File: src/rtl/arm_control_unit_pkg.sv
// Shared encodings for the ARM single-cycle control unit.
// ALU opcodes, instruction fields, immediate selects and FSM states.
package arm_ctrl_pkg;

  localparam logic [3:0] ALU_ADD = 4'h0;
  localparam logic [3:0] ALU_SUB = 4'h1;
  localparam logic [3:0] ALU_AND = 4'h2;
  localparam logic [3:0] ALU_ORR = 4'h3;
  localparam logic [3:0] ALU_EOR = 4'h4;
  localparam logic [3:0] ALU_MOV = 4'h5;

  localparam logic [1:0] OP_DP  = 2'b00;
  localparam logic [1:0] OP_MEM = 2'b01;
  localparam logic [1:0] OP_BR  = 2'b10;
  localparam logic [1:0] OP_UND = 2'b11;

  localparam logic [3:0] CMD_AND = 4'b0000;
  localparam logic [3:0] CMD_EOR = 4'b0001;
  localparam logic [3:0] CMD_SUB = 4'b0010;
  localparam logic [3:0] CMD_ADD = 4'b0100;
  localparam logic [3:0] CMD_CMP = 4'b1010;
  localparam logic [3:0] CMD_ORR = 4'b1100;
  localparam logic [3:0] CMD_MOV = 4'b1101;

  localparam logic [3:0] COND_EQ = 4'b0000;
  localparam logic [3:0] COND_NE = 4'b0001;
  localparam logic [3:0] COND_CS = 4'b0010;
  localparam logic [3:0] COND_CC = 4'b0011;
  localparam logic [3:0] COND_MI = 4'b0100;
  localparam logic [3:0] COND_PL = 4'b0101;
  localparam logic [3:0] COND_VS = 4'b0110;
  localparam logic [3:0] COND_VC = 4'b0111;
  localparam logic [3:0] COND_HI = 4'b1000;
  localparam logic [3:0] COND_LS = 4'b1001;
  localparam logic [3:0] COND_GE = 4'b1010;
  localparam logic [3:0] COND_LT = 4'b1011;
  localparam logic [3:0] COND_GT = 4'b1100;
  localparam logic [3:0] COND_LE = 4'b1101;
  localparam logic [3:0] COND_AL = 4'b1110;
  localparam logic [3:0] COND_NV = 4'b1111;

  localparam logic [1:0] IMM_DP  = 2'b00;
  localparam logic [1:0] IMM_MEM = 2'b01;
  localparam logic [1:0] IMM_BR  = 2'b10;

  typedef enum logic {
    S_EXEC,
    S_MEM_WAIT
  } state_e;

endpackage

File: src/rtl/arm_control_unit_if.sv
// Data-memory request/ready handshake between controller and memory.
// The controller is master; memory answers with memReady.
interface arm_control_unit_if;
  logic memReq;
  logic memWrite;
  logic memReady;

  modport master (
    output memReq,
    output memWrite,
    input  memReady
  );

  modport slave (
    input  memReq,
    input  memWrite,
    output memReady
  );
endinterface

File: src/rtl/arm_control_unit_cond_check.sv
// NZCV flag register and condition evaluation against registered flags.
// flagW[1] loads N,Z; flagW[0] loads C,V.
module arm_cond_check (
  input  logic       clk,
  input  logic       reset,
  input  logic [3:0] cond,
  input  logic [3:0] ALUFlags,
  input  logic [1:0] flagW,
  output logic       condEx
);
  import arm_ctrl_pkg::*;

  logic [3:0] flags_q, flags_d;
  logic       n, z, c, v;

  assign {n, z, c, v} = flags_q;

  always_comb begin
    flags_d = flags_q;
    if (flagW[1]) flags_d[3:2] = ALUFlags[3:2];
    if (flagW[0]) flags_d[1:0] = ALUFlags[1:0];
  end

  always_ff @(posedge clk) begin
    if (reset) flags_q <= 4'b0000;
    else       flags_q <= flags_d;
  end

  always_comb begin
    condEx = 1'b0;
    unique case (cond)
      COND_EQ: condEx = z;
      COND_NE: condEx = !z;
      COND_CS: condEx = c;
      COND_CC: condEx = !c;
      COND_MI: condEx = n;
      COND_PL: condEx = !n;
      COND_VS: condEx = v;
      COND_VC: condEx = !v;
      COND_HI: condEx = c && !z;
      COND_LS: condEx = !(c && !z);
      COND_GE: condEx = (n == v);
      COND_LT: condEx = (n != v);
      COND_GT: condEx = !z && (n == v);
      COND_LE: condEx = !(!z && (n == v));
      COND_AL: condEx = 1'b1;
      COND_NV: condEx = 1'b0;
    endcase
  end

endmodule

File: src/rtl/arm_control_unit.sv
// Decoder and sequencer for the ARM single-cycle datapath.
// Memory accesses stall the PC until memReady or timeout.
module arm_control_unit
  import arm_ctrl_pkg::*;
#(
  parameter int MEM_TIMEOUT = 15,
  parameter int TO_W        = 4
) (
  input  logic                clk,
  input  logic                reset,
  input  logic [31:0]         instr,
  input  logic [3:0]          ALUFlags,
  arm_control_unit_if.master  mem,
  output logic [1:0]          regSrc,
  output logic                regWrite,
  output logic [1:0]          immSrc,
  output logic                ALUSrc,
  output logic [3:0]          ALUControl,
  output logic                memToReg,
  output logic                PCSrc,
  output logic                pcEn,
  output logic                memErr
);

  localparam logic [TO_W-1:0] TO_LIM = TO_W'(MEM_TIMEOUT);

  logic [3:0] cond, cmd, rd;
  logic [1:0] op;
  logic       i_bit, s_bit, u_bit, l_bit;
  logic       unused_instr;

  assign cond  = instr[31:28];
  assign op    = instr[27:26];
  assign i_bit = instr[25];
  assign cmd   = instr[24:21];
  assign s_bit = instr[20];
  assign u_bit = instr[23];
  assign l_bit = instr[20];
  assign rd    = instr[15:12];
  assign unused_instr = ^{instr[19:16], instr[11:0]};

  state_e          state_q, state_d;
  logic [TO_W-1:0] cnt_q, cnt_d;
  logic            err_q, err_d;
  logic [1:0]      flagW;
  logic            condEx;
  logic            mem_req, mem_wr;

  logic [3:0] dp_alu;
  logic       dp_ok, dp_arith, dp_cmp;
  logic       to_hit;

  arm_cond_check u_cond (
    .clk      (clk),
    .reset    (reset),
    .cond     (cond),
    .ALUFlags (ALUFlags),
    .flagW    (flagW),
    .condEx   (condEx)
  );

  always_comb begin
    dp_alu   = ALU_ADD;
    dp_ok    = 1'b1;
    dp_arith = 1'b0;
    dp_cmp   = 1'b0;
    case (cmd)
      CMD_ADD: begin dp_alu = ALU_ADD; dp_arith = 1'b1; end
      CMD_SUB: begin dp_alu = ALU_SUB; dp_arith = 1'b1; end
      CMD_AND: dp_alu = ALU_AND;
      CMD_ORR: dp_alu = ALU_ORR;
      CMD_EOR: dp_alu = ALU_EOR;
      CMD_MOV: dp_alu = ALU_MOV;
      CMD_CMP: begin
        dp_alu   = ALU_SUB;
        dp_arith = 1'b1;
        dp_cmp   = 1'b1;
      end
      default: dp_ok = 1'b0;
    endcase
  end

  assign to_hit = (MEM_TIMEOUT != 0) && (cnt_q == TO_LIM);

  always_comb begin
    regSrc     = 2'b00;
    regWrite   = 1'b0;
    immSrc     = IMM_DP;
    ALUSrc     = 1'b0;
    ALUControl = ALU_ADD;
    memToReg   = 1'b0;
    PCSrc      = 1'b0;
    mem_wr     = 1'b0;
    mem_req    = 1'b0;
    pcEn       = 1'b1;
    flagW      = 2'b00;
    state_d    = state_q;
    cnt_d      = cnt_q;
    err_d      = err_q;

    unique case (op)
      OP_DP: begin
        ALUSrc     = i_bit;
        ALUControl = dp_alu;
        if (dp_ok) begin
          regWrite = condEx && !dp_cmp;
          PCSrc    = regWrite && (rd == 4'hF);
          if (condEx && (s_bit || dp_cmp))
            flagW = {1'b1, dp_arith};
        end
      end
      OP_BR: begin
        immSrc     = IMM_BR;
        ALUSrc     = 1'b1;
        regSrc[0]  = 1'b1;
        PCSrc      = condEx;
      end
      OP_MEM: begin
        immSrc     = IMM_MEM;
        ALUSrc     = 1'b1;
        ALUControl = u_bit ? ALU_ADD : ALU_SUB;
        regSrc[1]  = !l_bit;
        memToReg   = l_bit;
        // Once waiting, the access is committed regardless of condEx
        if (condEx || state_q == S_MEM_WAIT) begin
          mem_req = 1'b1;
          mem_wr  = !l_bit;
          if (mem.memReady) begin
            regWrite = l_bit;
            PCSrc    = l_bit && (rd == 4'hF);
            state_d  = S_EXEC;
            cnt_d    = '0;
          end else if (state_q == S_EXEC) begin
            pcEn    = 1'b0;
            state_d = S_MEM_WAIT;
            cnt_d   = '0;
          end else if (to_hit) begin
            err_d   = 1'b1;
            state_d = S_EXEC;
            cnt_d   = '0;
          end else begin
            pcEn  = 1'b0;
            cnt_d = cnt_q + TO_W'(1);
          end
        end
      end
      OP_UND: begin
        pcEn = 1'b1;
      end
    endcase

    if (reset) begin
      regWrite = 1'b0;
      PCSrc    = 1'b0;
      mem_wr   = 1'b0;
      mem_req  = 1'b0;
      pcEn     = 1'b0;
      flagW    = 2'b00;
    end
  end

  always_ff @(posedge clk) begin
    if (reset) begin
      state_q <= S_EXEC;
      cnt_q   <= '0;
      err_q   <= 1'b0;
    end else begin
      state_q <= state_d;
      cnt_q   <= cnt_d;
      err_q   <= err_d;
    end
  end

  assign mem.memReq   = mem_req;
  assign mem.memWrite = mem_wr;
  assign memErr       = err_q;

endmodule

File: src/flat_wrapper.sv
// flat-port wrapper written by rule: the top's interface ports become plain ports
module arm_control_unit_flat import arm_ctrl_pkg::*;
#(
  parameter int MEM_TIMEOUT = 15,
  parameter int TO_W        = 4
)
  (clk, reset, instr, ALUFlags, regSrc, regWrite, immSrc, ALUSrc, ALUControl, memToReg, PCSrc, pcEn, memErr, mem_memReq, mem_memWrite, mem_memReady);
  arm_control_unit_if mem_i ();
  input  logic clk;
  input  logic reset;
  input  logic [31:0] instr;
  input  logic [3:0] ALUFlags;
  output logic [1:0] regSrc;
  output logic regWrite;
  output logic [1:0] immSrc;
  output logic ALUSrc;
  output logic [3:0] ALUControl;
  output logic memToReg;
  output logic PCSrc;
  output logic pcEn;
  output logic memErr;
  output wire logic [$bits(mem_i.memReq)-1:0] mem_memReq;
  output wire logic [$bits(mem_i.memWrite)-1:0] mem_memWrite;
  input wire logic [$bits(mem_i.memReady)-1:0] mem_memReady;
  assign mem_memReq = mem_i.memReq;
  assign mem_memWrite = mem_i.memWrite;
  assign mem_i.memReady = mem_memReady;
  arm_control_unit #(.MEM_TIMEOUT(MEM_TIMEOUT), .TO_W(TO_W)) u_core (.clk(clk), .reset(reset), .instr(instr), .ALUFlags(ALUFlags), .mem(mem_i), .regSrc(regSrc), .regWrite(regWrite), .immSrc(immSrc), .ALUSrc(ALUSrc), .ALUControl(ALUControl), .memToReg(memToReg), .PCSrc(PCSrc), .pcEn(pcEn), .memErr(memErr));
endmodule
File: config.mk
export PLATFORM = sky130hd
export DESIGN_NAME = arm_control_unit_flat
export DESIGN_NICKNAME = d
export VERILOG_FILES = /design/src/rtl/arm_control_unit_pkg.sv /design/src/rtl/arm_control_unit_if.sv /design/src/rtl/arm_control_unit_cond_check.sv /design/src/rtl/arm_control_unit.sv /design/src/flat_wrapper.sv
export SDC_FILE = /design/constraint.sdc
export NUM_CORES = 1
export LEC_CHECK = 0
export CAP_MARGIN = 20
export CORE_MARGIN = 5
export CORE_UTILIZATION = 39
export CTS_CLUSTER_DIAMETER = 50
export DETAILED_ROUTE_END_ITERATION = 8
export PLACE_DENSITY = 0.78
export SYNTH_ARGS = -nofsm -noshare
export SYNTH_HDL_FRONTEND = slang
export SYNTH_SLANG_ARGS = --single-unit
File: constraint.sdc
create_clock -name clk -period 3.6 [get_ports clk]
set_input_delay 0.9 -clock clk [delete_from_list [all_inputs] [get_ports clk]]
set_output_delay 0.9 -clock clk [all_outputs]
set_load 0.05 [all_outputs]
==> results of run 1 <==
==> cell families (layout without fill, tap and decap cells) <==
group,after synthesis,count (layout),synth area share [%]
AO/OA/AOI/OAI,39,39,27.1
XOR/XNOR,2,2,1.73
adder cells (fa/ha/maj),5,5,6.17
buffers and inverters,13,73,7.03
flip-flops,10,10,19.7
multiplexers,4,4,5.06
other,1,1,0.370
AND/OR/NAND/NOR,55,55,32.8
==> flip-flops by register name, indices dropped and copies added (netlist names) <==
signal and count:
u_core.cnt_q 4, u_core.memErr 1, u_core.state_q 1, u_core.u_cond.flags_q 4
==> final timing paths <==
| kind | cells after the start | endpoint | from | slack [ps] |
|---|---|---|---|---|
| max | 10 | mem_memWrite | instr[30] | 8 |
| min | 2 | u_core.memErr$_SDFFE_PP0P_ | u_core.memErr$_SDFFE_PP0P_ | 490 |
| max reg2reg | 9 | u_core.u_cond.flags_q[1]$_SDFFE_PP0P_ | u_core.u_cond.flags_q[1]$_SDFFE_PP0P_ | 1290 |
| min reg2reg | 2 | u_core.memErr$_SDFFE_PP0P_ | u_core.memErr$_SDFFE_PP0P_ | 490 |
==> tightest hold or removal path: stages, from the launching register on <==
cell and delay, ps:
dfxtp_1 330, a21oi_1 40, nor2_1 80
==> per-stage QoR <==
stage | TNS (ps) | std cells
6_report | 0 | 219
5_1_grt | -164 | 219
4_1_cts | -33.8 | 218
3_5_place_dp | -1840 | 210
3_3_place_gp | -1370 | 210
2_1_floorplan | -300 | 129
==> synthesized netlist by cell type (2+ instances only) <==
cell and instances:
inv_1 8, nor3_1 4, dfxtp_1 10, and2b_2 3
nand2_1 11, and3_1 3, a21oi_1 9, buf_4 2
a22oi_1 2, nor2_1 11, buf_6 2, nand3_1 2
o21bai_1 2, mux2_4 2, nand2b_1 3, o22ai_1 6
o21ai_0 7, ha_1 5
==> power groups by stage <==
| stage | combinational [uW] | clock (uW) | sequential, uW |
|---|---|---|---|
| 2_1_floorplan | 83.2 | 0 | 115 |
| 3_3_place_gp | 160 | 0 | 116 |
| 3_5_place_dp | 166 | 0 | 116 |
| 4_1_cts | 180 | 109 | 113 |
| 5_1_grt | 194 | 112 | 114 |
| 6_report | 184 | 107 | 113 |
==> layer usage <==
| layer | vias up | wire length, um | share of wire (%) | track usage [%] |
|---|---|---|---|---|
| met5 | - | 0 | 0 | 0 |
| met4 | 0 | 70 | 2.0 | 9.91 |
| met3 | 11 | 231 | 6.6 | 5.03 |
| met2 | 47 | 1890 | 54 | 37.9 |
| met1 | 600 | 1330 | 38 | 21.0 |
| li1 | 597 | - | - | - |
==> timing repair <==
item                                    in CTS  in global routing
gates resized for setup                     26                  3
setup buffers                                5                  1
pin swaps                                    5                  3
hold buffers                                 0                  0
endpoints found under the setup margin       5                  5
==> layout make-up <==
type	count	area [um^2]
tap	30	37.5
sequential	10	200
inverter	8	30.0
clock buffer	4	36.3
multi-input combinational	106	836
fill	182	686
timing repair buffer	61	652
==> qor.txt, run 1 <==
Clock Power Share: 26.5%
CTS Root Cell: clkbuf_4
CP max stage cell: or3_1
Largest net degree at the start of global routing: 11
Fraction of layout cells with a size suffix above 1: 38.6%
Share of power burned in registers: 28.0%
Total grt overflow: 0
Final wirelength: 3520 um
DRC viols: 0
Die footprint: 3720 um^2
Setup CP Type: in2out
Most frequent cells in the layout: buf_4, clkdlybuf4s50_1, nand2_1
Gr usage total: 20.3%
Clock latency on the worst-skew pair: 280 ps
TritonCTS Sinks: 10
Combinational share of power: 45.4%
Internal power: 265 uW
Cell variety after synth: 55
Final Util: 72.3%
Switching share of power: 34.6%
Core ar.: 2480 um^2
Tcrit/Tclk final: 99.8%
CTS tree: built
Most common cell after layout, fill and taps aside: buf_4
Post-placement setup slack: -437 ps
Vias in the first global route: 1325
Avg Vias per Cell: 5.73
Post-synth EDFFs: 0
# Max-Cap Violations: 0
Area after DPL: 1650 um^2
Final Hold Fails: 0
CP startpoint kind: primary input
Seq cells post-synth: 10
Worst path cell trace: buf_8 > or3_1 > o2111a_1 > o32ai_2 > buf_4 > a21o_1 > o21ai_1 > buf_4 > nor3_4 > buf_12
FP Rows: 18
First-pass GRT wire length: 5730 um
Syn_nets: 173
Total Power: 405 uW
Final Wtd Congestion: 0.782
Syn_area_per_cell: 7.87 um^2
Slowest stage delay, CP: 340 ps
P&R area growth vs syn: 76.6%
Diode count: 0
Worst path most repeated cell: buf_4
Antenna violations before repair: 0
Post-synthesis instance total: 129
Post-Syn Area: 1010 um^2
Final setup margin: 8.44 ps
Post-synth top flop: dfxtp_1
DRT antenna net count: 0
Buf/Inv on CP: 4
Routed via count: 1255
Maximum vdd ir drop: 0.162 mV
Max-slew violations: 0
Hold WS: 489 ps
Drt first-iter violations: 92
Worst Path Required: 2700 ps
Detailed Routing Iterations Pass 1: 5
Dominant cells by area after synthesis: dfxtp_1, ha_1, a21oi_1, nand2_1, nor2_1
Num CTS Buffers: 3
Crit Path Max Fanout: 3
Nets: 234
Port-buffer cells: 37
Setup Skew: 2.78 ps
Fin crit period: 3590 ps
Die H: 61.0 um
CP top delay family: compound AO/OA/AOI/OAI gates
Synth top area share: 19.7%
Seq/Total Area, Yosys: 19.7%
CTS Buffer Depth: 2
Largest area contributor in the netlist: dfxtp_1
Critical Path End Type: output pin
Yosys warning count: 0
Async set-reset flop share out of synthesis: 0%
Die W: 61.0 um
Initial cell density of the core: 41.0%
Drt wl/cell: 16.1 um
Hold Crit Class: reg2reg
P_leak: 0.000737 uW
Final HPWL DP: 2660 um
Power Density: 226 nW/um^2
Setup Viol. Count Final: 0
Number of placed I/O pins: 55
Cell area after layout: 1790 um^2
RSZ-0062 raised after global routing: yes
Switch Pwr: 140 uW
Worst Path Arrival: 2690 ps
Status: finished, final reports clean
Reg clk slew, reported paths: 70 ps
Fmax: 278 MHz
Htree depth: 1
No activity file was read; power rests on OpenSTA's default activity.
==> run 2: changes to the inputs <==
--- a/config.mk
+++ b/config.mk
@@ -5,7 +5,7 @@
 export SDC_FILE = /design/constraint.sdc
 export NUM_CORES = 1
 export LEC_CHECK = 0
-export CAP_MARGIN = 20
+export ABC_AREA = 1
 export CORE_MARGIN = 5
 export CORE_UTILIZATION = 39
 export CTS_CLUSTER_DIAMETER = 50
==> qor.txt, run 2 <==
Post-synthesis instance total: 182
Fin crit period: 3410 ps
Drt wl/cell: 10.2 um
Rel. slew slack: 66.5%
RSZ-0062 raised after global routing: no
TritonCTS Sinks: 10
Maximum vdd ir drop: 0.245 mV
CP startpoint kind: primary input
Seq cells post-synth: 10
Power Density: 228 nW/um^2
CTS Buffer Depth: 2
Die footprint: 3730 um^2
Initial cell density of the core: 41.1%
Commonest cells in the netlist: nand2_1, inv_1, nor2_1, nand3_1, a21oi_1
Clock latency on the worst-skew pair: 270 ps
Tcrit/Tclk final: 94.6%
Worst r2r src: u_core.u_cond.flags_q[3]$_SDFFE_PP0P_
Drt first-iter violations: 49
Setup CP Type: in2out
Setup total negative slack: 0 ps
CTS Root Cell: clkbuf_4
Dominant cells by area after synthesis: dfxtp_1, nand2_1, inv_1, nor2_1, nand3_1
Syn_nets: 226
Fraction of layout cells with a size suffix above 1: 17.0%
CP max stage cell: clkdlybuf4s50_1
Worst path cell trace: clkdlybuf4s50_1 > inv_1 > nor3_2 > a21oi_1 > nand2_1 > nand4_1 > nand2_1 > nand2_1 > a21oi_2 > buf_12
Largest net degree at the start of global routing: 10
First-pass GRT wire length: 4310 um
P_leak: 0.000803 uW
Crit Path Max Fanout: 4
Htree depth: 1
Final Hold Fails: 0
Nets: 269
Async set-reset flop share out of synthesis: 0%
Most frequent cells in the layout: nand2_1, inv_1, nor2_1, clkdlybuf4s50_1, nand3_1
Setup Fix Bufs, Post-CTS: 0
Hold Path Origin: u_core.memErr$_SDFFE_PP0P_
Vias in the first global route: 1079
Synth top area share: 19.7%
DRC viols: 0
Hold Crit Depth: 2
Port-buffer cells: 37
CP top delay family: buffers and inverters
Post-synth EDFFs: 0
Slowest stage delay, CP: 540 ps
Setup Viol. Count Final: 0
FP Rows: 18
Reg clk slew, reported paths: 70 ps
Worst Path Arrival: 2510 ps
Hold Crit Class: reg2reg
Yosys warning count: 0
Core ar.: 2480 um^2
P&R area growth vs syn: 57.6%
Antenna violations before repair: 0
Final HPWL DP: 2190 um
Biggest regs: u_core.cnt_q: 4 flops, u_core.u_cond.flags_q: 4 flops
Final wirelength: 2590 um
Most common cell in the netlist: nand2_1
Setup slack, reg-to-reg: 1890 ps
Number of placed I/O pins: 55
Cell area after layout: 1610 um^2
Die H: 61.1 um
Largest area contributor in the netlist: dfxtp_1
Cell variety after synth: 23
Area after DPL: 1550 um^2
Num CTS Buffers: 3
RR Endpoint: u_core.cnt_q[2]$_SDFFE_PP0N_
Setup Skew: 2.06 ps
Die W: 61.1 um
Avg Vias per Cell: 4.70
Post-Syn Area: 1020 um^2
Fmax: 294 MHz
Syn_area_per_cell: 5.60 um^2
Detailed Routing Iterations Pass 1: 4
DRT antenna net count: 0
Worst Path Required: 2700 ps
CTS tree: built
Max-slew violations: 0
Routed via count: 1195
Least-Margin Pin Slew: 501 ps
Post-synth top flop: dfxtp_1
Worst Reg-to-Reg Cells: 13
Diode count: 0
Gr usage total: 15.4%
Total grt overflow: 0
Buf/Inv on CP: 3
Most common cell after layout, fill and taps aside: nand2_1
Critical Path End Type: output pin
# Max-Cap Violations: 0
Seq/Total Area, Yosys: 19.7%
Worst hold path endpoint: u_core.memErr$_SDFFE_PP0P_
Hold WS: 447 ps
Status: finished, final reports clean
Worst path most repeated cell: nand2_1
Final Wtd Congestion: 0.847
-- run 2: cell count changes after synthesis, moves of 6 or more --
cell     delta
inv_1      +22
nand2_1    +40
nand3_1    +12
nor2_1     +16
o22ai_1     -6
-- run 2: worst max-delay path by stage --
stage,start,to,slack [ps],depth (start not counted)
after global routing,instr[27],PCSrc,50,10
after CTS,instr[29],PCSrc,9,15
final,instr[23],PCSrc,190,10
after global placement,instr[29],PCSrc,30,15
after floorplan,instr[27],regWrite,20,7
after detailed placement,instr[29],PCSrc,30,15
-- run 2: through the flow --
stage / util (%) / cells / setup WS [ps] / total power [uW]
final: 64.8 / 254 / 194 / 365
after global routing: 64.8 / 254 / 47.9 / 385
after floorplan: - / 182 / 22.3 / 194
after global placement: 62.4 / 250 / 28.7 / 263
after CTS: 63.9 / 254 / 8.53 / 368
after detailed placement: 62.4 / 250 / 25.1 / 264
-- run 2: what timing repair did --
item                                    in CTS  in global routing
endpoints found under the setup margin       0                  5
hold buffers                                 0                  0
gates resized for setup                      0                  8
-- run 2: metal layers --
metal / track usage (%) / routed length (um) / up-vias
met5: 0 / 0 / -
met2: 27.0 / 1230 / 36
li1: - / - / 648
met4: 4.02 / 39 / 0
met3: 7.13 / 236 / 6
met1: 16.6 / 1090 / 505
-- run 2: cell type report --
cell class	instances	area (um^2)
tap	30	37.5
multi-input combinational	137	686
clock buffer	4	36.3
inverter	32	120
fill	249	872
sequential	10	200
timing repair buffer	41	526
-- run 2: kinds of logic (layout without fill, tap and decap cells) --
kind of cell	after synthesis	count (layout)	share of synthesized area, %
AND/OR/NAND/NOR	110	110	48.0
buffers and inverters	35	77	14.6
AO/OA/AOI/OAI	20	20	10.3
flip-flops	10	10	19.7
adder cells (fa/ha/maj)	5	5	6.14
other	1	1	0.368
XOR/XNOR	1	1	0.860
-- run 2: worst reg2reg max path, stage by stage, from the launching register on --
cell and delay [ps]:
dfxtp_1 380, inv_1 100, nand2_1 80, nand2_1 90
nand2_1 90, nand2_1 50, nor2_1 120, nand3_2 130
nand2_2 100, nand2_4 60, buf_4 150, nand2_4 70
nand2_1 50, a21oi_1 160
-- run 2: report_power, final --
part / total (uW) / internal, uW / switching (uW)
logic: 149 / 66.2 / 82.6
registers: 113 / 112 / 0.826
clock network: 104 / 61.6 / 42.0
total: 365 / 240 / 125
==> run 3: changes to the inputs <==
--- a/config.mk
+++ b/config.mk
@@ -6,7 +6,6 @@
 export NUM_CORES = 1
 export LEC_CHECK = 0
 export ABC_AREA = 1
-export CORE_MARGIN = 5
 export CORE_UTILIZATION = 39
 export CTS_CLUSTER_DIAMETER = 50
 export DETAILED_ROUTE_END_ITERATION = 8
==> qor.txt, run 3 (synthesis gave the netlist of run 2 again) <==
Tcrit/Tclk final: 95.6%
Worst r2r src: u_core.u_cond.flags_q[3]$_SDFFE_PP0P_
Fill cells: 230
Number of placed I/O pins: 55
Most common cell after layout, fill and taps aside: nand2_1
Status: finished, final reports clean
Setup Fix Bufs, Post-CTS: 0
Final Util: 64.2%
Hold Crit Class: reg2reg
Routed via count: 1223
FP Rows: 18
Fmax: 290 MHz
Hold buffers post-CTS: 0
Worst hold path endpoint: u_core.memErr$_SDFFE_PP0P_
CTS Root Cell: clkbuf_4
RSZ-0062 raised after global routing: no
Initial cell density of the core: 41.1%
# Max-Cap Violations: 0
Final HPWL DP: 2010 um
Total Power: 334 uW
P_leak: 0.000791 uW
Avg Vias per Cell: 4.81
Setup total negative slack: 0 ps
Power Density: 210 nW/um^2
Worst Path Required: 2700 ps
TritonCTS Sinks: 10
Antenna violations before repair: 0
Crit Path Max Fanout: 4
Biggest regs: u_core.cnt_q: 4 flops, u_core.u_cond.flags_q: 4 flops
Max-slew violations: 0
Nets: 270
Fin crit period: 3440 ps
Total grt overflow: 0
Htree depth: 1
Hold Crit Depth: 2
Final Hold Fails: 0
Worst path most repeated cell: nand2_1
Port-buffer cells: 37
Final Wtd Congestion: 0.848
Setup Skew: 2.77 ps
Slowest stage delay, CP: 540 ps
CTS tree: built
Clock latency on the worst-skew pair: 260 ps
DRC viols: 0
Setup slack, reg-to-reg: 1980 ps
Cell area after layout: 1590 um^2
Critical Path End Type: output pin
Die H: 53.1 um
Reg clk slew, reported paths: 50 ps
DRT antenna net count: 0
Hold Path Origin: u_core.memErr$_SDFFE_PP0P_
CP startpoint kind: primary input
Worst Reg-to-Reg Cells: 13
Num CTS Buffers: 3
Final wirelength: 2490 um
CP max stage cell: clkdlybuf4s50_1
RR Endpoint: u_core.cnt_q[0]$_SDFFE_PP0N_
Largest net degree at the start of global routing: 10
Fraction of layout cells with a size suffix above 1: 17.4%
Gr usage total: 18.7%
Core ar.: 2480 um^2
Die footprint: 2820 um^2
Diode count: 0
Drt wl/cell: 9.80 um
Die W: 53.1 um
P&R area growth vs syn: 56.1%
First-pass GRT wire length: 3920 um
Most frequent cells in the layout: nand2_1, inv_1, nor2_1, clkdlybuf4s50_1, nand3_1
Area after DPL: 1550 um^2
Setup CP Type: in2out
Maximum vdd ir drop: 0.283 mV
Worst Path Arrival: 2540 ps
Detailed Routing Iterations Pass 1: 4
Worst path cell trace: clkdlybuf4s50_1 > inv_1 > nor3_1 > a21oi_1 > nand2_1 > nand4_1 > nand2_1 > nand2_1 > a21oi_2 > buf_12
CTS Buffer Depth: 2
Setup Viol. Count Final: 0
Vias in the first global route: 980
Drt first-iter violations: 33
-- run 3: changes by cell type in the layout (fill, tap and decap cells not counted) --
cell	change
inv_2	+2
nor3_1	+1
buf_4	+1
dlymetal6s2s_1	-1
clkbuf_8	-1
inv_1	-2
dlygate4sd2_1	+1
nor3_2	-1
-- run 3: cell type report --
type | instances | area [um^2] | area share [%]
multi-input combinational | 137 | 681 | 42.8
timing repair buffer | 42 | 529 | 33.3
sequential | 10 | 200 | 12.6
inverter | 32 | 120 | 7.55
clock buffer | 3 | 22.5 | 1.42
tap | 30 | 37.5 | 2.36
-- run 3: stage by stage --
stage | hold slack, ps | worst slack (ps) | cells
floorplan | 451 | 22.3 | 182
global placement | 444 | 30.3 | 251
detailed placement | 448 | 12.8 | 251
CTS | 457 | 61.2 | 254
global route | 499 | 2.86 | 254
finish | 453 | 157 | 254
-- run 3: where the power goes --
part           leakage (uW)  internal, uW  switching, uW
Combinational      0.000696          66.7           82.6
Clock             0.0000138          38.4           33.4
Sequential        0.0000807           112          0.793
Total              0.000791           217            117
-- run 3: what timing repair did --
item,in CTS,in global routing
gates resized for setup,1,8
setup endpoints to repair,1,4
pin swaps,0,2
gates cloned,0,0
-- run 3: layer usage --
metal  routed length [um]  GRT usage [%]  part of all wire [%]  vias to the layer above
met3                  172           4.89                   6.9                        2
li1                     -              -                     -                      653
met4                    9           2.63                  0.36                        0
met5                    0              0                     0                        -
met1                 1070           22.0                    43                      531
met2                 1240           34.0                    50                       37
-- run 3: critical path, delay by kind of cell --
kind,cells,cell delay (ps)
AOI/OAI and AO/OA,2,270
and+or+nand+nor,5,570
buffers and inverters,3,800
-- run 3: worst max path at each step --
stage | startpoint | to | slack [ps] | depth (start not counted)
3_3_place_gp | instr[29] | PCSrc | 30 | 15
4_1_cts | instr[31] | PCSrc | 60 | 15
5_1_grt | instr[23] | PCSrc | 3 | 10
3_5_place_dp | instr[29] | PCSrc | 10 | 15
6_report | instr[23] | PCSrc | 160 | 10
2_1_floorplan | instr[27] | regWrite | 20 | 7
